File: config.mk
export PLATFORM = sky130hd
export DESIGN_NAME = scytale_encryption_flat
export DESIGN_NICKNAME = d
export VERILOG_FILES = /design/src/rtl/scytale_pkg.sv /design/src/rtl/scytale_encryption_if.sv /design/src/rtl/scytale_index_gen.sv /design/src/rtl/scytale_encryption.sv /design/src/flat_wrapper.sv
export SDC_FILE = /design/constraint.sdc
export NUM_CORES = 1
export LEC_CHECK = 0
export ABC_CLOCK_PERIOD_IN_PS = 6910
export CELL_PAD_IN_SITES_DETAIL_PLACEMENT = 1
export CELL_PAD_IN_SITES_GLOBAL_PLACEMENT = 2
export CORE_MARGIN = 2
export CORE_UTILIZATION = 52
export CTS_CLUSTER_DIAMETER = 40
export DETAILED_ROUTE_END_ITERATION = 10
export GPL_TIMING_DRIVEN = 1
export PLACE_DENSITY = 0.82
export SETUP_SLACK_MARGIN = 0.2
export SYNTH_ARGS = -nofsm -noshare
export SYNTH_HDL_FRONTEND = slang
export SYNTH_SLANG_ARGS = --single-unit
File: constraint.sdc
create_clock -name clk -period 6.91 [get_ports clk]
set_clock_uncertainty 0.2 [all_clocks]
set_input_delay 1.382 -clock clk [delete_from_list [all_inputs] [get_ports clk]]
set_output_delay 1.382 -clock clk [all_outputs]
set_load 0.02 [all_outputs]
File: src/rtl/scytale_pkg.sv
// Shared definitions for the scytale encryption/decryption blocks: token, default sizes,
// FSM states and index-width helper. Optional padding is enabled with SCYTALE_ENC_PAD_EN.
package scytale_pkg;

    localparam int         DEF_D_WIDTH       = 8;
    localparam int         DEF_KEY_WIDTH     = 8;
    localparam int         DEF_MAX_NOF_CHARS = 50;
    localparam logic [7:0] START_TOKEN       = 8'hFA;
    localparam logic [7:0] DEF_PAD_CHAR      = 8'h20;

    typedef enum logic [1:0] {
        IDLE,
        EMIT,
        DONE
    } scytale_state_e;

    // Width able to hold every value 0..depth, so a full buffer count still fits.
    function automatic int idx_width(input int depth);
        return $clog2(depth + 1);
    endfunction

endpackage

File: src/rtl/scytale_encryption_if.sv
// Byte-stream bus of the scytale encryption block: plaintext/keys in, ciphertext out.
interface scytale_encryption_if #(
    parameter int D_WIDTH   = 8,
    parameter int KEY_WIDTH = 8
);
    logic [D_WIDTH-1:0]   data_i;
    logic                 valid_i;
    logic [KEY_WIDTH-1:0] key_N;
    logic [KEY_WIDTH-1:0] key_M;
    logic                 busy;
    logic [D_WIDTH-1:0]   data_o;
    logic                 valid_o;

    modport master (
        output data_i, valid_i, key_N, key_M,
        input  busy, data_o, valid_o
    );

    modport slave (
        input  data_i, valid_i, key_N, key_M,
        output busy, data_o, valid_o
    );
endinterface

File: src/rtl/scytale_index_gen.sv
// Nested-loop read-index walk of the scytale matrix: for r in 0..M-1, k = r, r+M, ... < L.
// Keys and length are latched on start so later changes on the bus are ignored.
module scytale_index_gen #(
    parameter int IW        = 6,
    parameter int KEY_WIDTH = 8
) (
    input  logic                 clk,
    input  logic                 rst,
    input  logic                 start,
    input  logic [IW-1:0]        len,
    input  logic [KEY_WIDTH-1:0] key_m,
    output logic [IW-1:0]        k,
    output logic                 valid,
    output logic                 last
);

    localparam int SW = ((IW > KEY_WIDTH) ? IW : KEY_WIDTH) + 1;

    logic                 active_q, active_d;
    logic [IW-1:0]        r_q, r_d;
    logic [IW-1:0]        k_q, k_d;
    logic [IW-1:0]        len_q, len_d;
    logic [KEY_WIDTH-1:0] m_q, m_d;
    logic [SW-1:0]        k_next;
    logic [SW-1:0]        r_next;
    logic                 row_end;
    logic                 walk_end;

    always_comb begin
        // NOTE: every variable gets a default first, so no path through this block can infer a latch.
        active_d = active_q;
        r_d      = r_q;
        k_d      = k_q;
        len_d    = len_q;
        m_d      = m_q;

        k_next   = SW'(k_q) + SW'(m_q);
        r_next   = SW'(r_q) + SW'(1);
        row_end  = (k_next >= SW'(len_q));
        walk_end = row_end && ((r_next >= SW'(m_q)) || (r_next >= SW'(len_q)));

        if (start) begin
            active_d = 1'b1;
            r_d      = '0;
            k_d      = '0;
            len_d    = len;
            m_d      = (key_m == '0) ? KEY_WIDTH'(1) : key_m;
        end else if (active_q) begin
            if (walk_end) begin
                active_d = 1'b0;
                r_d      = '0;
                k_d      = '0;
            end else if (row_end) begin
                r_d = IW'(r_next);
                k_d = IW'(r_next);
            end else begin
                k_d = IW'(k_next);
            end
        end
    end

    always_ff @(posedge clk) begin
        // NOTE: flops use <= so every register samples the pre-edge values of the others.
        if (rst) begin
            active_q <= 1'b0;
            r_q      <= '0;
            k_q      <= '0;
            len_q    <= '0;
            m_q      <= '0;
        end else begin
            active_q <= active_d;
            r_q      <= r_d;
            k_q      <= k_d;
            len_q    <= len_d;
            m_q      <= m_d;
        end
    end

    assign k     = k_q;
    assign valid = active_q;
    assign last  = active_q && walk_end;

endmodule

File: src/rtl/scytale_encryption.sv
// Scytale encryption: buffers a token-terminated plaintext, then streams the ciphertext one
// character per cycle. Define SCYTALE_ENC_PAD_EN to pad short messages to a full key_N x key_M matrix.
module scytale_encryption
    import scytale_pkg::*;
#(
    parameter int                 D_WIDTH                = DEF_D_WIDTH,
    parameter int                 KEY_WIDTH              = DEF_KEY_WIDTH,
    parameter int                 MAX_NOF_CHARS          = DEF_MAX_NOF_CHARS,
    parameter logic [D_WIDTH-1:0] START_ENCRYPTION_TOKEN = D_WIDTH'(START_TOKEN)
`ifdef SCYTALE_ENC_PAD_EN
   ,parameter logic [D_WIDTH-1:0] PAD_CHAR               = D_WIDTH'(DEF_PAD_CHAR)
`endif
) (
    input  logic                 clk,
    input  logic                 rst,
    scytale_encryption_if.slave  bus
);

    localparam int            IW    = idx_width(MAX_NOF_CHARS);
    localparam int            PW    = 2 * KEY_WIDTH;
    localparam logic [IW-1:0] MAX_N = IW'(MAX_NOF_CHARS);

    scytale_state_e     state_q, state_d;
    logic [IW-1:0]      n_q, n_d;
    logic               busy_q, busy_d;
    logic               valid_o_q, valid_o_d;
    logic [D_WIDTH-1:0] data_o_q, data_o_d;

    logic [D_WIDTH-1:0] msg_mem [MAX_NOF_CHARS];

    logic               is_token;
    logic               start;
    logic               wr_en;
    logic [IW-1:0]      emit_len;
    logic [IW-1:0]      gen_k;
    logic               gen_valid;
    logic               gen_last;
    logic [D_WIDTH-1:0] rd_char;

`ifdef SCYTALE_ENC_PAD_EN
    logic [KEY_WIDTH-1:0] m_eff;
    logic [PW-1:0]        prod;

    always_comb begin
        m_eff = (bus.key_M == '0) ? KEY_WIDTH'(1) : bus.key_M;
        prod  = PW'(bus.key_N) * PW'(m_eff);
        // key_N == 0 describes no matrix at all; fall back to the plain message length.
        if (prod == '0) begin
            emit_len = n_q;
        end else if (prod < PW'(MAX_NOF_CHARS)) begin
            emit_len = IW'(prod);
        end else begin
            emit_len = MAX_N;
        end
    end

    always_comb begin
        rd_char = PAD_CHAR;
        if (gen_k < n_q) begin
            rd_char = msg_mem[gen_k];
        end
    end
`else
    assign emit_len = n_q;

    always_comb begin
        rd_char = '0;
        if (gen_k < n_q) begin
            rd_char = msg_mem[gen_k];
        end
    end
`endif

    scytale_index_gen #(
        .IW        (IW),
        .KEY_WIDTH (KEY_WIDTH)
    ) u_index_gen (
        .clk   (clk),
        .rst   (rst),
        .start (start),
        .len   (emit_len),
        .key_m (bus.key_M),
        .k     (gen_k),
        .valid (gen_valid),
        .last  (gen_last)
    );

    always_comb begin
        is_token = (bus.data_i == START_ENCRYPTION_TOKEN);
        start    = (state_q == IDLE) && bus.valid_i && is_token && (n_q != '0);
        wr_en    = (state_q == IDLE) && bus.valid_i && !is_token && (n_q < MAX_N);

        state_d   = state_q;
        n_d       = n_q;
        busy_d    = busy_q;
        valid_o_d = 1'b0;
        data_o_d  = '0;

        case (state_q)
            IDLE: begin
                if (wr_en) begin
                    n_d = n_q + 1'b1;
                end
                if (start) begin
                    state_d = EMIT;
                    busy_d  = 1'b1;
                end
            end
            EMIT: begin
                if (gen_valid) begin
                    valid_o_d = 1'b1;
                    data_o_d  = rd_char;
                end
                if (gen_last || !gen_valid) begin
                    state_d = DONE;
                end
            end
            DONE: begin
                state_d = IDLE;
                busy_d  = 1'b0;
                n_d     = '0;
            end
            default: begin
                state_d = IDLE;
                busy_d  = 1'b0;
                n_d     = '0;
            end
        endcase
    end

    always_ff @(posedge clk) begin
        if (rst) begin
            state_q   <= IDLE;
            n_q       <= '0;
            busy_q    <= 1'b0;
            valid_o_q <= 1'b0;
            data_o_q  <= '0;
        end else begin
            state_q   <= state_d;
            n_q       <= n_d;
            busy_q    <= busy_d;
            valid_o_q <= valid_o_d;
            data_o_q  <= data_o_d;
        end
    end

    // NOTE: the message buffer has no reset; n_q alone decides which entries are live.
    always_ff @(posedge clk) begin
        if (wr_en) begin
            msg_mem[n_q] <= bus.data_i;
        end
    end

    assign bus.busy    = busy_q;
    assign bus.valid_o = valid_o_q;
    assign bus.data_o  = data_o_q;

endmodule

File: src/flat_wrapper.sv
// flat-port wrapper written by rule: the top's interface ports become plain ports
module scytale_encryption_flat import scytale_pkg::*;
#(
    parameter int                 D_WIDTH                = DEF_D_WIDTH,
    parameter int                 KEY_WIDTH              = DEF_KEY_WIDTH,
    parameter int                 MAX_NOF_CHARS          = DEF_MAX_NOF_CHARS,
    parameter logic [D_WIDTH-1:0] START_ENCRYPTION_TOKEN = D_WIDTH'(START_TOKEN)

)
  (clk, rst, bus_data_i, bus_valid_i, bus_key_N, bus_key_M, bus_busy, bus_data_o, bus_valid_o);
  scytale_encryption_if #(.D_WIDTH(D_WIDTH), .KEY_WIDTH(KEY_WIDTH)) bus_i ();
  input  logic clk;
  input  logic rst;
  input wire logic [$bits(bus_i.data_i)-1:0] bus_data_i;
  input wire logic [$bits(bus_i.valid_i)-1:0] bus_valid_i;
  input wire logic [$bits(bus_i.key_N)-1:0] bus_key_N;
  input wire logic [$bits(bus_i.key_M)-1:0] bus_key_M;
  output wire logic [$bits(bus_i.busy)-1:0] bus_busy;
  output wire logic [$bits(bus_i.data_o)-1:0] bus_data_o;
  output wire logic [$bits(bus_i.valid_o)-1:0] bus_valid_o;
  assign bus_i.data_i = bus_data_i;
  assign bus_i.valid_i = bus_valid_i;
  assign bus_i.key_N = bus_key_N;
  assign bus_i.key_M = bus_key_M;
  assign bus_busy = bus_i.busy;
  assign bus_data_o = bus_i.data_o;
  assign bus_valid_o = bus_i.valid_o;
  scytale_encryption #(.D_WIDTH(D_WIDTH), .KEY_WIDTH(KEY_WIDTH), .MAX_NOF_CHARS(MAX_NOF_CHARS), .START_ENCRYPTION_TOKEN(START_ENCRYPTION_TOKEN)) u_core (.clk(clk), .rst(rst), .bus(bus_i));
endmodule
## After elaboration in Yosys (flattened, before gate mapping)

Memory sizes are Yosys's and may differ from the RTL's. A register that Yosys moved wholly into a read port is not among the register bits.
Index checks and enable logic that the tools add are counted.

- Bits of input ports: 27
- Output and inout port bits: 10
- RAM bits: 400
- Memories kept: 1
- Word-level logic and storage cells: 66
- Bits in registers: 37

Memories:

| name | words | bits a word | rd ports | clocked after Yosys merged registers in | wr ports | RTL line | text |
|---|---|---|---|---|---|---|---|
| u_core.msg_mem | 50 | 8 | 1 | 1 | 1 | scytale_encryption.sv:29 | `logic [D_WIDTH-1:0] msg_mem [MAX_NOF_CHARS];` |

- Equality and inequality tests: 5
- Magnitude comparators: 5
- Add/sub/neg operators: 3
- Bitwise gates (word level): 3
- Reductions and logical operators: 22
- Muxes and demuxes: 18

Operator list:

| cell | number |
|---|---|
| $mux W6 | 5 |
| $pmux W6 S2 | 1 |
| $add A6 B8 Y9 | 1 |
| $ge A9 B6 Y1 | 1 |
| $eq A8 B8 Y1 const B | 1 |
| $ge A7 B8 Y1 | 1 |
| $logic_not A8 Y1 | 1 |
| $mux W8 | 1 |
| $reduce_and A2 Y1 | 4 |
| $add A6 B1 Y7 const B | 1 |
| $ge A7 B6 Y1 | 1 |
| $logic_and A1 B1 Y1 | 7 |
| $mux W1 | 7 |
| $add A6 B1 Y6 const B | 1 |
| $lt A6 B6 Y1 | 1 |
| $lt A6 B6 Y1 const B | 1 |
| $ne A2 B1 Y1 const B | 3 |
| $reduce_bool A6 Y1 | 1 |
| $mux W2 | 2 |
| $pmux W2 S2 | 1 |
| $reduce_or A2 Y1 | 2 |
| $reduce_or A4 Y1 | 1 |
| $not A1 Y1 | 3 |
| $eq A2 B1 Y1 const B | 1 |
| 5 further kinds | 7 |

## Depth between registers and ports, before layout

Gate-level depths: netlist of run 1.

- Word-level depth: 8
- Gate-level depth with buffers: 17
- Depth with buffers taken out: 14

## Hierarchy

A second synthesis of run 1 with hierarchy kept.

- Cells, all modules: 1035
- Area total of the unflattened synthesis: 18270.0 um2

By module, submodules not included:

| module | seq. area each (um2) | area an instance (um2) | cells an instance | times used |
|---|---|---|---|---|
| scytale_encryption | 12371.9 | 16308.1 | 808 | 1 |
| scytale_index_gen | 540.5 | 1961.9 | 227 | 1 |

## Least setup slack after synthesis of run 1

OpenSTA, ideal clock, no wires.

- Kind: reg2reg
- From: reg u_core.u_index_gen.k_q[1], in the netlist u_core.u_index_gen.k[1]
- To: reg u_core.u_index_gen.k_q[0], in the netlist u_core.u_index_gen.k[0]
- Required time: 6.636 ns
- Clock period less this slack: 3.968 ns
- Library setup time: 0.074 ns
- Buffers on the path: 4
- Cell stages (with the launch flop): 18
- Arrival: 3.694 ns
- Path slack: 2.942 ns
- Cells stage by stage: dfxtp_1 > buf_2 > buf_2 > buf_1 > inv_1 > fa_1 > nor2b_1 > or3_1 > a21oi_1 > nor2_1 > ha_1 > a211oi_1 > o21ai_0 > a221oi_2 > and2_1 > clkbuf_1 > nand3_1 > a31oi_1

- Longest elaborated chain between the ends: 4
- Elaborated cells on any way between the ends: 5
- Classes of those cells: add/sub (1); order compare (1); mux (2); reduce/logical (1)

RTL lines:

| element | RTL line | text |
|---|---|---|
| start: declaration | scytale_index_gen.sv:21 | `logic [IW-1:0] k_q, k_d;` |
| start signal: assignment | scytale_index_gen.sv:73 | `k_q <= k_d;` |
| $add A6 B8 Y9 (*) | scytale_index_gen.sv:37 | `k_next = SW'(k_q) + SW'(m_q);` |
| $ge A9 B6 Y1 (*) | scytale_index_gen.sv:39 | `row_end = (k_next >= SW'(len_q));` |
| $mux W6 / $logic_and A1 B1 Y1 (equally long branches) | scytale_index_gen.sv:53, scytale_index_gen.sv:40 |  |
| $mux W6 (*) | scytale_index_gen.sv:49 | `if (walk_end) begin` |

Every way passes the cells marked *; elsewhere a longest branch is shown, timed or not.
A chain may end at the register's enable or synchronous reset.

## Worst setup path in the final report of run 1

- From: reg u_core.u_index_gen.k_q[0], in the netlist u_core.u_index_gen.k[0]
- To: reg u_core.state_q[1]

- Longest elaborated chain between the ends: 7

RTL lines:

| element | RTL line | text |
|---|---|---|
| $add A6 B8 Y9 | scytale_index_gen.sv:37 |  |
| $ge A9 B6 Y1 | scytale_index_gen.sv:39 |  |
| $logic_and A1 B1 Y1 | scytale_index_gen.sv:40 | `walk_end = row_end && ((r_next >= SW'(m_q)) \|\| (r_next >= SW'(len_q)));` |
| $logic_and A1 B1 Y1 | scytale_index_gen.sv:81 | `assign last = active_q && walk_end;` |
| $logic_or A1 B1 Y1 | scytale_encryption.sv:114 | `if (gen_last \|\| !gen_valid) begin` |
| $ne A2 B1 Y1 (no line) | -- |  |
| $reduce_and A2 Y1 (no line) | -- |  |
| end signal: assignment | scytale_encryption.sv:139 | `state_q <= state_d;` |
| end: declaration | scytale_encryption.sv:23 | `scytale_state_e state_q, state_d;` |

No other way between the ends.

==> results of run 1 <==
==> final cells by class <==
cell class / count / area (um2) / share of cell area
multi-input cells: 466 / 4840 / 0.235
repair buffers: 36 / 300 / 0.0146
flip-flops and latches: 445 / 12900 / 0.628
inverters: 26 / 97.6 / 0.00475
clock buffers: 63 / 1410 / 0.0684
well taps: 455 / 569 / 0.0277
clock inverters: 38 / 429 / 0.0209
==> kinds of logic (layout without fill, tap and decap cells) <==
logic type                 count (synthesis)  in the layout  synth area share
and+or+nand+nor                          185            185            0.0479
AOI/OAI and AO/OA                         94             94            0.0336
buffers and inverters                     73            163            0.0176
xor gates and xnor gates                  10             10           0.00485
DFF                                      445            445             0.714
muxes                                    143            143             0.158
adders and majority gates                 34             34            0.0240
==> state kept, by name (all words and copies together) (netlist names) <==
register                  cells
u_core.bus.busy               1
u_core.u_index_gen.valid      1
u_core.u_index_gen.k          6
u_core.msg_mem              400
u_core.bus.data_o             8
u_core.u_index_gen.len_q      6
u_core.state_q                2
u_core.u_index_gen.m_q        8
u_core.bus.valid_o            1
u_core.emit_len               6
u_core.u_index_gen.r_q        6
==> critical path, stage by stage (launching register included) <==
cell and delay (ns):
dfxtp_4 0.78, ha_1 0.33, inv_1 0.07, fa_1 0.41
nor2b_1 0.22, or3_1 0.15, a21oi_1 0.06, nor2_1 0.16
ha_1 0.28, a211oi_1 0.20, o21ai_0 0.18, a221oi_2 0.44
and2_1 0.48, o21ai_0 0.20, and3_1 0.23
==> stage by stage <==
step	hold slack [ns]	instance area, um2	utilization	worst slack (ns)
final	0.279	20600	0.598	2.42
after floorplan	0.257	18100	-	2.94
after global routing	0.306	20600	0.598	2.00
after detailed placement	0.272	18700	0.545	2.12
after global placement	0.271	18700	0.545	2.21
after CTS	0.282	20600	0.598	2.40
==> Yosys cell counts, types with 6 or more instances <==
cell type | number | share of area
edfxtp_1 | 400 | 0.66
o21ai_0 | 17 | 0.0047
mux2i_1 | 19 | 0.011
ha_1 | 33 | 0.023
clkbuf_1 | 19 | 0.0039
mux2_2 | 12 | 0.0075
o311ai_0 | 6 | 0.0029
nor2_1 | 76 | 0.016
nor3_1 | 16 | 0.0044
xnor2_1 | 9 | 0.0044
buf_2 | 14 | 0.0039
nand3_1 | 21 | 0.0058
inv_1 | 24 | 0.0050
buf_1 | 9 | 0.0019
nand2_1 | 33 | 0.0069
a21oi_1 | 27 | 0.0075
o22ai_1 | 11 | 0.0038
dfxtp_1 | 45 | 0.050
mux4_2 | 112 | 0.14
==> layer usage <==
layer | wire length (um) | vias up
met1 | 17700 | 4874
met2 | 20900 | 259
li1 | - | 4089
met3 | 2270 | 71
met4 | 976 | 0
met5 | 0 | -
==> where the power goes <==
group	switching [mW]	internal [mW]	total [mW]
clock	1.16	1.71	2.88
sequential	0.00464	2.94	2.94
combinational	0.0735	0.0222	0.0957
==> path summary, 6_finish.rpt <==
path,end,cells past startpoint,slack (ns),startpoint
worst max-delay path,u_core.state_q[1],14,2.42,u_core.u_index_gen.k[0]
worst min-delay path,u_core.bus.busy,2,0.28,u_core.bus.busy
worst max register to register,u_core.state_q[1],14,2.42,u_core.u_index_gen.k[0]
worst min register to register,u_core.bus.busy,2,0.28,u_core.bus.busy
==> results_dict.tcl, run 1 <==
set metrics [dict create \
    grt_max_degree 52 \
    mostFrequentLayoutCells "400 x edfxtp_1, 112 x mux4_2, 76 x nor2_1" \
    drc 0 \
    hpwl_mm 25.9 \
    dpl.cell_count 1428 \
    ys_ff_latch 445 \
    grt_pass1_wl_mm 63.6 \
    synth_warnings 0 \
    setup_violations 0 \
    die_x_um 190 \
    period_needed_ns 4.49 \
    yosys_most_used_dff "edfxtp_1" \
    path_clk_slew_ns 0.06 \
    maxCapViolCount 0 \
    post-route-period-util 0.650 \
    grt_use_total 0.242 \
    grt_pass1_vias 9792 \
    crit_type "reg2reg" \
    fmax_mhz 223 \
    use_met2 0.397 \
    cp-end-kind "flip-flop" \
    power.total_mw 5.92 \
    powerDensity_nw_per_um2 288 \
    portBuffers 28 \
    relSlewSlack 0.301 \
    leakage_nw 6.48 \
    final_nets 1090 \
    clock-root-buffer "clkbuf_16" \
    initial_core_util 0.526 \
    use_met3 0.0478 \
    async_reset_ff_frac 0 \
    maxSlewViolCount 0 \
    vias 9293 \
    critical_path_required_ns 7.19 \
    ant_nets 0 \
    ys_types 56 \
    final_common_cell "edfxtp_1" \
    netlist_instances 984 \
    grtUsageMet1 0.333 \
    wl_per_cell_um 27.4 \
    hold_violations 0 \
    syn2layout_area_growth_pct 13.8 \
    start_kind "flip-flop" \
    cts_sinks 445 \
    ir_drop_v 0.000323 \
    ctsResizeCount 0 \
    rsz0062_at_grt "false" \
    fp-row-count 68 \
    antenna_cells 0 \
    antenna_found_initial 0 \
    cts.path.max_buffers 3 \
    place_congestion 0.797 \
    nFillCells 3002 \
    run_status "completed" \
    postSynthAreaPerCell_um2 18.4 \
    core_um2 34400 \
    netlist_area_um2 18100 \
    drt_iter0_drc 751 \
    cp_max_fo 32 \
    busiest_layer "met2" \
    die_area_um2 36300 \
    finalNonFillerCells 1529 \
    clk_latency_ns 0.60 \
    h-tree-depth 2 \
    drive_above_1_share 0.224 \
    first_pass_iters 5 \
    via_per_inst 6.08 \
    synth_edf_count 400 \
    cp.arrival_ns 4.78 \
    synth_nets 1045 \
    grt.overflow.total 0 \
    cts_inserted_buffers 54 \
    wirelength_mm 41.8 \
    hold_path_class "reg2reg" \
    io_pins 37 \
    die_h_um 190 \
    tightest_slew_ns 1.05 \
    setup-tns-final_ns 0 \
    cts_setup_buffers 0 \
    ys_seq_area_frac 0.714 \
    tritoncts "built" \
    cts_hold_buf 0 \
]
Power figures use the tool's default switching activity.
==> inputs of run 2 (changes only) <==
--- a/config.mk
+++ b/config.mk
@@ -5,15 +5,15 @@
 export SDC_FILE = /design/constraint.sdc
 export NUM_CORES = 1
 export LEC_CHECK = 0
-export ABC_CLOCK_PERIOD_IN_PS = 6910
+export ABC_CLOCK_PERIOD_IN_PS = 4400
 export CELL_PAD_IN_SITES_DETAIL_PLACEMENT = 1
 export CELL_PAD_IN_SITES_GLOBAL_PLACEMENT = 2
 export CORE_MARGIN = 2
-export CORE_UTILIZATION = 52
+export CORE_UTILIZATION = 48
 export CTS_CLUSTER_DIAMETER = 40
 export DETAILED_ROUTE_END_ITERATION = 10
 export GPL_TIMING_DRIVEN = 1
-export PLACE_DENSITY = 0.82
+export PLACE_DENSITY = 0.76
 export SETUP_SLACK_MARGIN = 0.2
 export SYNTH_ARGS = -nofsm -noshare
 export SYNTH_HDL_FRONTEND = slang
==> constraint.sdc (replaced) <==
create_clock -name clk -period 4.4 [get_ports clk]
set_clock_uncertainty 0.2 [all_clocks]
set_input_delay 0.88 -clock clk [delete_from_list [all_inputs] [get_ports clk]]
set_output_delay 0.88 -clock clk [all_outputs]
set_load 0.02 [all_outputs]
==> run 2 against run 1 <==
  * Non-clock buffer count grew 57
  * Sequential share of layout area down 2.2 points
  * Wire length is 1.9% higher
  * Via count is 1.3% higher
  * Final cell count grew 8.0%
  * Largest power group is now the clock network
==> results_dict.tcl, run 2 (synthesis gave the netlist of run 1 again) <==
set metrics [dict create \
    tightest_slew_ns 0.955 \
    final_nets 1152 \
    period_needed_ns 3.81 \
    drc 0 \
    regToRegStartpoint "u_core.u_index_gen.m_q[0]" \
    wirelength_mm 42.6 \
    largest_reg_flops 400 \
    clk_latency_ns 0.62 \
    via_per_inst 5.70 \
    top_register "u_core.msg_mem" \
    p_switching_mw 2.03 \
    grt_max_degree 107 \
    first_pass_iters 4 \
    critPathMaxStageDelay_ns 0.41 \
    initial_core_util 0.483 \
    finalNonFillerCells 1652 \
    dpl.cell_count 1541 \
    rsz0062_at_grt "false" \
    crit_chain "ha_1 -> inv_1 -> fa_1 -> nor2b_1 -> or3_1 -> a21oi_1 -> nor2_1 -> ha_1 -> a211oi_1 -> o21ai_0 -> a221oi_2 -> and2_2 -> o21ai_0 -> and3_1" \
    die_area_um2 39200 \
    leakage_nw 6.91 \
    grt.overflow.total 0 \
    mostFrequentLayoutCells "400 x edfxtp_1, 112 x mux4_2, 76 x nor2_1" \
    drive_above_1_share 0.274 \
    hpwl_mm 26.7 \
    whs_ns 0.286 \
    drt_iter0_drc 591 \
    die_x_um 198 \
    h-tree-depth 2 \
    grt_use_total 0.229 \
    ff2ff_path_depth 14 \
    powerDensity_nw_per_um2 456 \
    die_h_um 198 \
    use_met3 0.0332 \
    wl_per_cell_um 25.8 \
    maxCapViolCount 0 \
    post-route-period-util 0.866 \
    maxSlewViolCount 0 \
    combPwrFrac 0.016 \
    vias 9415 \
    portBuffers 28 \
    worstReg2RegEnd "u_core.state_q[1]" \
    critical_path.slowest_cell "a221oi_2" \
    startpoint "u_core.u_index_gen.m_q[0]" \
    reg2reg_slack_ns 0.59 \
    critical_path_required_ns 4.69 \
    grt_pass1_vias 10141 \
    cts.path.max_buffers 3 \
    worstHoldStart "u_core.bus.busy" \
    cp_max_fo 13 \
    start_kind "flip-flop" \
    ant_nets 0 \
    hold_violations 0 \
    place_congestion 0.826 \
    cp-end-kind "flip-flop" \
    cts_sinks 445 \
    final_common_cell "edfxtp_1" \
    busiest_layer "met2" \
    grtUsageMet1 0.322 \
    fp-row-count 71 \
    internal-power_mw 7.70 \
    cts_hold_buf 0 \
    sequentialPowerShare 0.475 \
    ir_drop_v 0.000448 \
    fmax_mhz 263 \
    core_um2 37400 \
    hold_path_class "reg2reg" \
    antenna_found_initial 2 \
    nFillCells 3298 \
    setup-tns-final_ns 0 \
    syn2layout_area_growth_pct 18.0 \
    crit_type "reg2reg" \
    cts_inserted_buffers 59 \
    swShare 0.208 \
    relSlewSlack 0.364 \
    clkPwrFrac 0.509 \
    use_met2 0.372 \
    clock-root-buffer "clkbuf_16" \
    run_status "completed" \
    io_pins 37 \
    cp.arrival_ns 4.10 \
    setup_violations 0 \
    hold_path_depth 2 \
    path_clk_slew_ns 0.06 \
    tritoncts "built" \
    holdPathEnd "u_core.bus.busy" \
    grt_pass1_wl_mm 64.6 \
]
==> run 2: changes by cell type in the layout (fill, tap and decap cells not counted), moves of 2 or more <==
cell / change
clkbuf_16: +5
bufinv_16: +2
inv_6: -2
clkbuf_1: -2
clkinv_4: +3
buf_4: +56
clkbuf_8: +2
clkinv_2: +3
clkinv_1: -2
==> run 2: per-stage QoR <==
stage | area, um2 | worst slack (ns) | total power [mW] | util
after floorplan | 18100 | 0.432 | 4.75 | -
final | 21300 | 0.591 | 9.72 | 0.570
after detailed placement | 19200 | 0.490 | 4.86 | 0.514
after global routing | 21300 | 0.302 | 9.98 | 0.570
after global placement | 19200 | 0.577 | 4.85 | 0.514
after CTS | 21300 | 0.451 | 9.82 | 0.570
==> run 2: how the worst max path moves through the flow <==
stage	end	slack (ns)	cells after the start
after floorplan	u_core.u_index_gen.k[0]	0.43	17
final	u_core.state_q[1]	0.59	14
after global placement	u_core.state_q[1]	0.58	14
after global routing	u_core.state_q[1]	0.30	14
after detailed placement	u_core.msg_mem[26][1]	0.49	6
after CTS	u_core.state_q[1]	0.45	14
==> run 2: layer usage <==
metal	vias to the layer above	wire (um)
met5	-	0
met4	0	967
met3	61	1480
met2	186	20900
met1	4965	19300
li1	4203	-
==> run 2: timing repair <==
action,CTS,global route
endpoints found under the setup margin,0,2
buffers inserted,0,0
hold endpoints to repair,0,0
resized for setup,0,1
==> run 2: power groups by stage <==
| stage | sequential (mW) | combinational (mW) | clock, mW |
|---|---|---|---|
| 2_1_floorplan | 4.71 | 0.0466 | 0 |
| 3_3_place_gp | 4.71 | 0.146 | 0 |
| 3_5_place_dp | 4.71 | 0.154 | 0 |
| 4_1_cts | 4.62 | 0.155 | 5.05 |
| 5_1_grt | 4.62 | 0.167 | 5.19 |
| 6_report | 4.62 | 0.153 | 4.95 |
==> run 2: cell type report <==
| type | instances | area, um2 | area share |
|---|---|---|---|
| Multi-Input combinational cell | 466 | 4840 | 0.227 |
| Inverter | 26 | 97.6 | 0.00458 |
| Clock buffer | 68 | 1550 | 0.0728 |
| Clock inverter | 42 | 524 | 0.0246 |
| Timing Repair Buffer | 93 | 741 | 0.0347 |
| Tap cell | 511 | 639 | 0.0300 |
| Sequential cell | 445 | 12900 | 0.606 |
| Antenna cell | 1 | 2.50 | 0.000117 |
==> run 2: worst max-delay path: cells and delay by family, from the launching register on <==
kind	cells	cell delay [ns]
and+or+nand+nor	5	1.13
AOI/OAI and AO/OA	5	1.07
adders and majority gates	3	0.88
DFF	1	0.36
buffers and inverters	1	0.07
==> inputs of run 3 (changes only) <==
--- a/config.mk
+++ b/config.mk
@@ -12,7 +12,7 @@
 export CORE_UTILIZATION = 48
 export CTS_CLUSTER_DIAMETER = 40
 export DETAILED_ROUTE_END_ITERATION = 10
-export GPL_TIMING_DRIVEN = 1
+export GPL_TIMING_DRIVEN = 0
 export PLACE_DENSITY = 0.76
 export SETUP_SLACK_MARGIN = 0.2
 export SYNTH_ARGS = -nofsm -noshare
==> run 3 against run 2 <==
  * Global-route usage grew 0.66 points
  * Clock power down 11%
  * Die area stayed put
  * Power down 5.4%
  * Maximum frequency decreased by 3.4%
  * Largest power group is now registers
==> results_dict.tcl, run 3 (synthesis gave the netlist of run 1 again) <==
set metrics [dict create \
    fp-row-count 71 \
    grt_pass1_vias 9783 \
    setup_violations 0 \
    die_x_um 198 \
    final_common_cell "edfxtp_1" \
    critical_path_required_ns 4.65 \
    final_area_um2 20900 \
    place_congestion 0.834 \
    relSlewSlack 0.290 \
    clock-root-buffer "clkbuf_16" \
    path_clk_slew_ns 0.06 \
    combPwrFrac 0.018 \
    drc 0 \
    hpwl_mm 29.4 \
    cts_hold_buf 0 \
    via_per_inst 5.85 \
    drive_above_1_share 0.225 \
    mostFrequentLayoutCells "400 x edfxtp_1, 112 x mux4_2, 76 x nor2_1" \
    swShare 0.206 \
    top_register "u_core.msg_mem" \
    rsz0062_at_grt "false" \
    grt_use_total 0.235 \
    powerDensity_nw_per_um2 440 \
    clk_latency_ns 0.60 \
    antenna_found_initial 2 \
    sequentialPowerShare 0.502 \
    portBuffers 27 \
    reg2reg_slack_ns 0.46 \
    grt.overflow.total 0 \
    largest_reg_flops 400 \
    ir_drop_v 0.000493 \
    drt_iter0_drc 821 \
    crit_type "reg2reg" \
    initial_core_util 0.483 \
    cts.path.max_buffers 3 \
    tritoncts "built" \
    clkPwrFrac 0.480 \
    period_needed_ns 3.94 \
    utilization 0.558 \
    start_kind "flip-flop" \
    worst_slack_ns 0.457 \
    tightest_slew_ns 1.07 \
    syn2layout_area_growth_pct 15.5 \
    p_switching_mw 1.90 \
    die_area_um2 39200 \
    first_pass_iters 4 \
    core_um2 37400 \
    regToRegStartpoint "u_core.u_index_gen.k[1]" \
    io_pins 37 \
    vias 9521 \
    cp_max_fo 19 \
    internal-power_mw 7.30 \
    postPlaceCellArea_um2 19100 \
    maxSlewViolCount 0 \
    ant_nets 0 \
    worstHoldStart "u_core.bus.busy" \
    final_nets 1133 \
    grt_pass1_wl_mm 65.6 \
    wirelength_mm 44.3 \
    whs_ns 0.274 \
    h-tree-depth 2 \
    power.total_mw 9.20 \
    hold_path_class "reg2reg" \
    wl_per_cell_um 27.2 \
    cts_inserted_buffers 54 \
    dpl_worst_slack_ns -1.02 \
    fmax_mhz 254 \
    cp.arrival_ns 4.19 \
    cp-end-kind "flip-flop" \
    die_h_um 198 \
    startpoint "u_core.u_index_gen.k[1]" \
    post-route-period-util 0.896 \
    grt_max_degree 52 \
    hold_violations 0 \
    run_status "completed" \
    leakage_nw 6.62 \
    maxCapViolCount 0 \
    cts_sinks 445 \
]
## run 3: cell types whose count changed in the layout (fill, tap and decap cells not counted), sizes merged
cell | before | now
bufinv | 8 | 6
clkinv | 18 | 14
clkdlybuf4s50 | 20 | 19
buf | 73 | 42
clkbuf | 68 | 85
clkinvlp | 7 | 4
inv | 35 | 34
## run 3: path summary, 6_finish.rpt
| kind | to | cells past startpoint |
|---|---|---|
| worst max-delay path | u_core.u_index_gen.k[4] | 16 |
| worst min-delay path | u_core.bus.busy | 2 |
| worst max register to register | u_core.u_index_gen.k[4] | 16 |
| worst min register to register | u_core.bus.busy | 2 |
## run 3: layout make-up
type	count	area, um2
fillers	3301	16500
flip-flops and latches	445	12900
multi-input cells	466	4850
clock buffers	67	1400
well taps	511	639
clock inverters	32	382
repair buffers	33	353
plain buffers	46	239
inverters	26	97.6
diodes	1	2.50
## run 3: metrics by stage
stage,setup TNS [ns],cells
floorplan,0,984
global placement,-403.52,1522
detailed placement,-13.28,1527
CTS,0,1626
global route,0,1626
finish,0,1627
## run 3: power by group through the flow
stage                     sequential, mW  clock (mW)  combinational (mW)
after floorplan                     4.71           0              0.0466
after global placement              4.72           0               0.151
after detailed placement            4.71           0               0.164
after CTS                           4.62        4.48               0.165
after global routing                4.62        4.64               0.176
final                               4.62        4.41               0.163
## run 3: worst max-delay path, cell delays in order (launching register included)
cell	delay, ns
dfxtp_2	0.39
buf_6	0.21
buf_12	0.22
inv_1	0.09
fa_1	0.45
nor2b_2	0.18
or3_1	0.12
a21oi_1	0.06
nor2_1	0.18
ha_1	0.28
a211oi_1	0.19
o21ai_0	0.16
a221oi_2	0.35
buf_4	0.19
nand2_1	0.08
a32oi_1	0.29
o32ai_1	0.15
## run 3: per-layer routing
layer	part of all wire	global-route usage
met1	0.45	0.343
met5	0	0
met3	0.051	0.0393
met2	0.47	0.369
met4	0.021	0.0674
## run 3: repair_timing
| item | 4_1_cts | 5_1_grt |
|---|---|---|
| endpoints found under the setup margin | 15 | 14 |
| resized for setup | 6 | 6 |
| pin swaps | 1 | 0 |
| setup buffers | 1 | 0 |
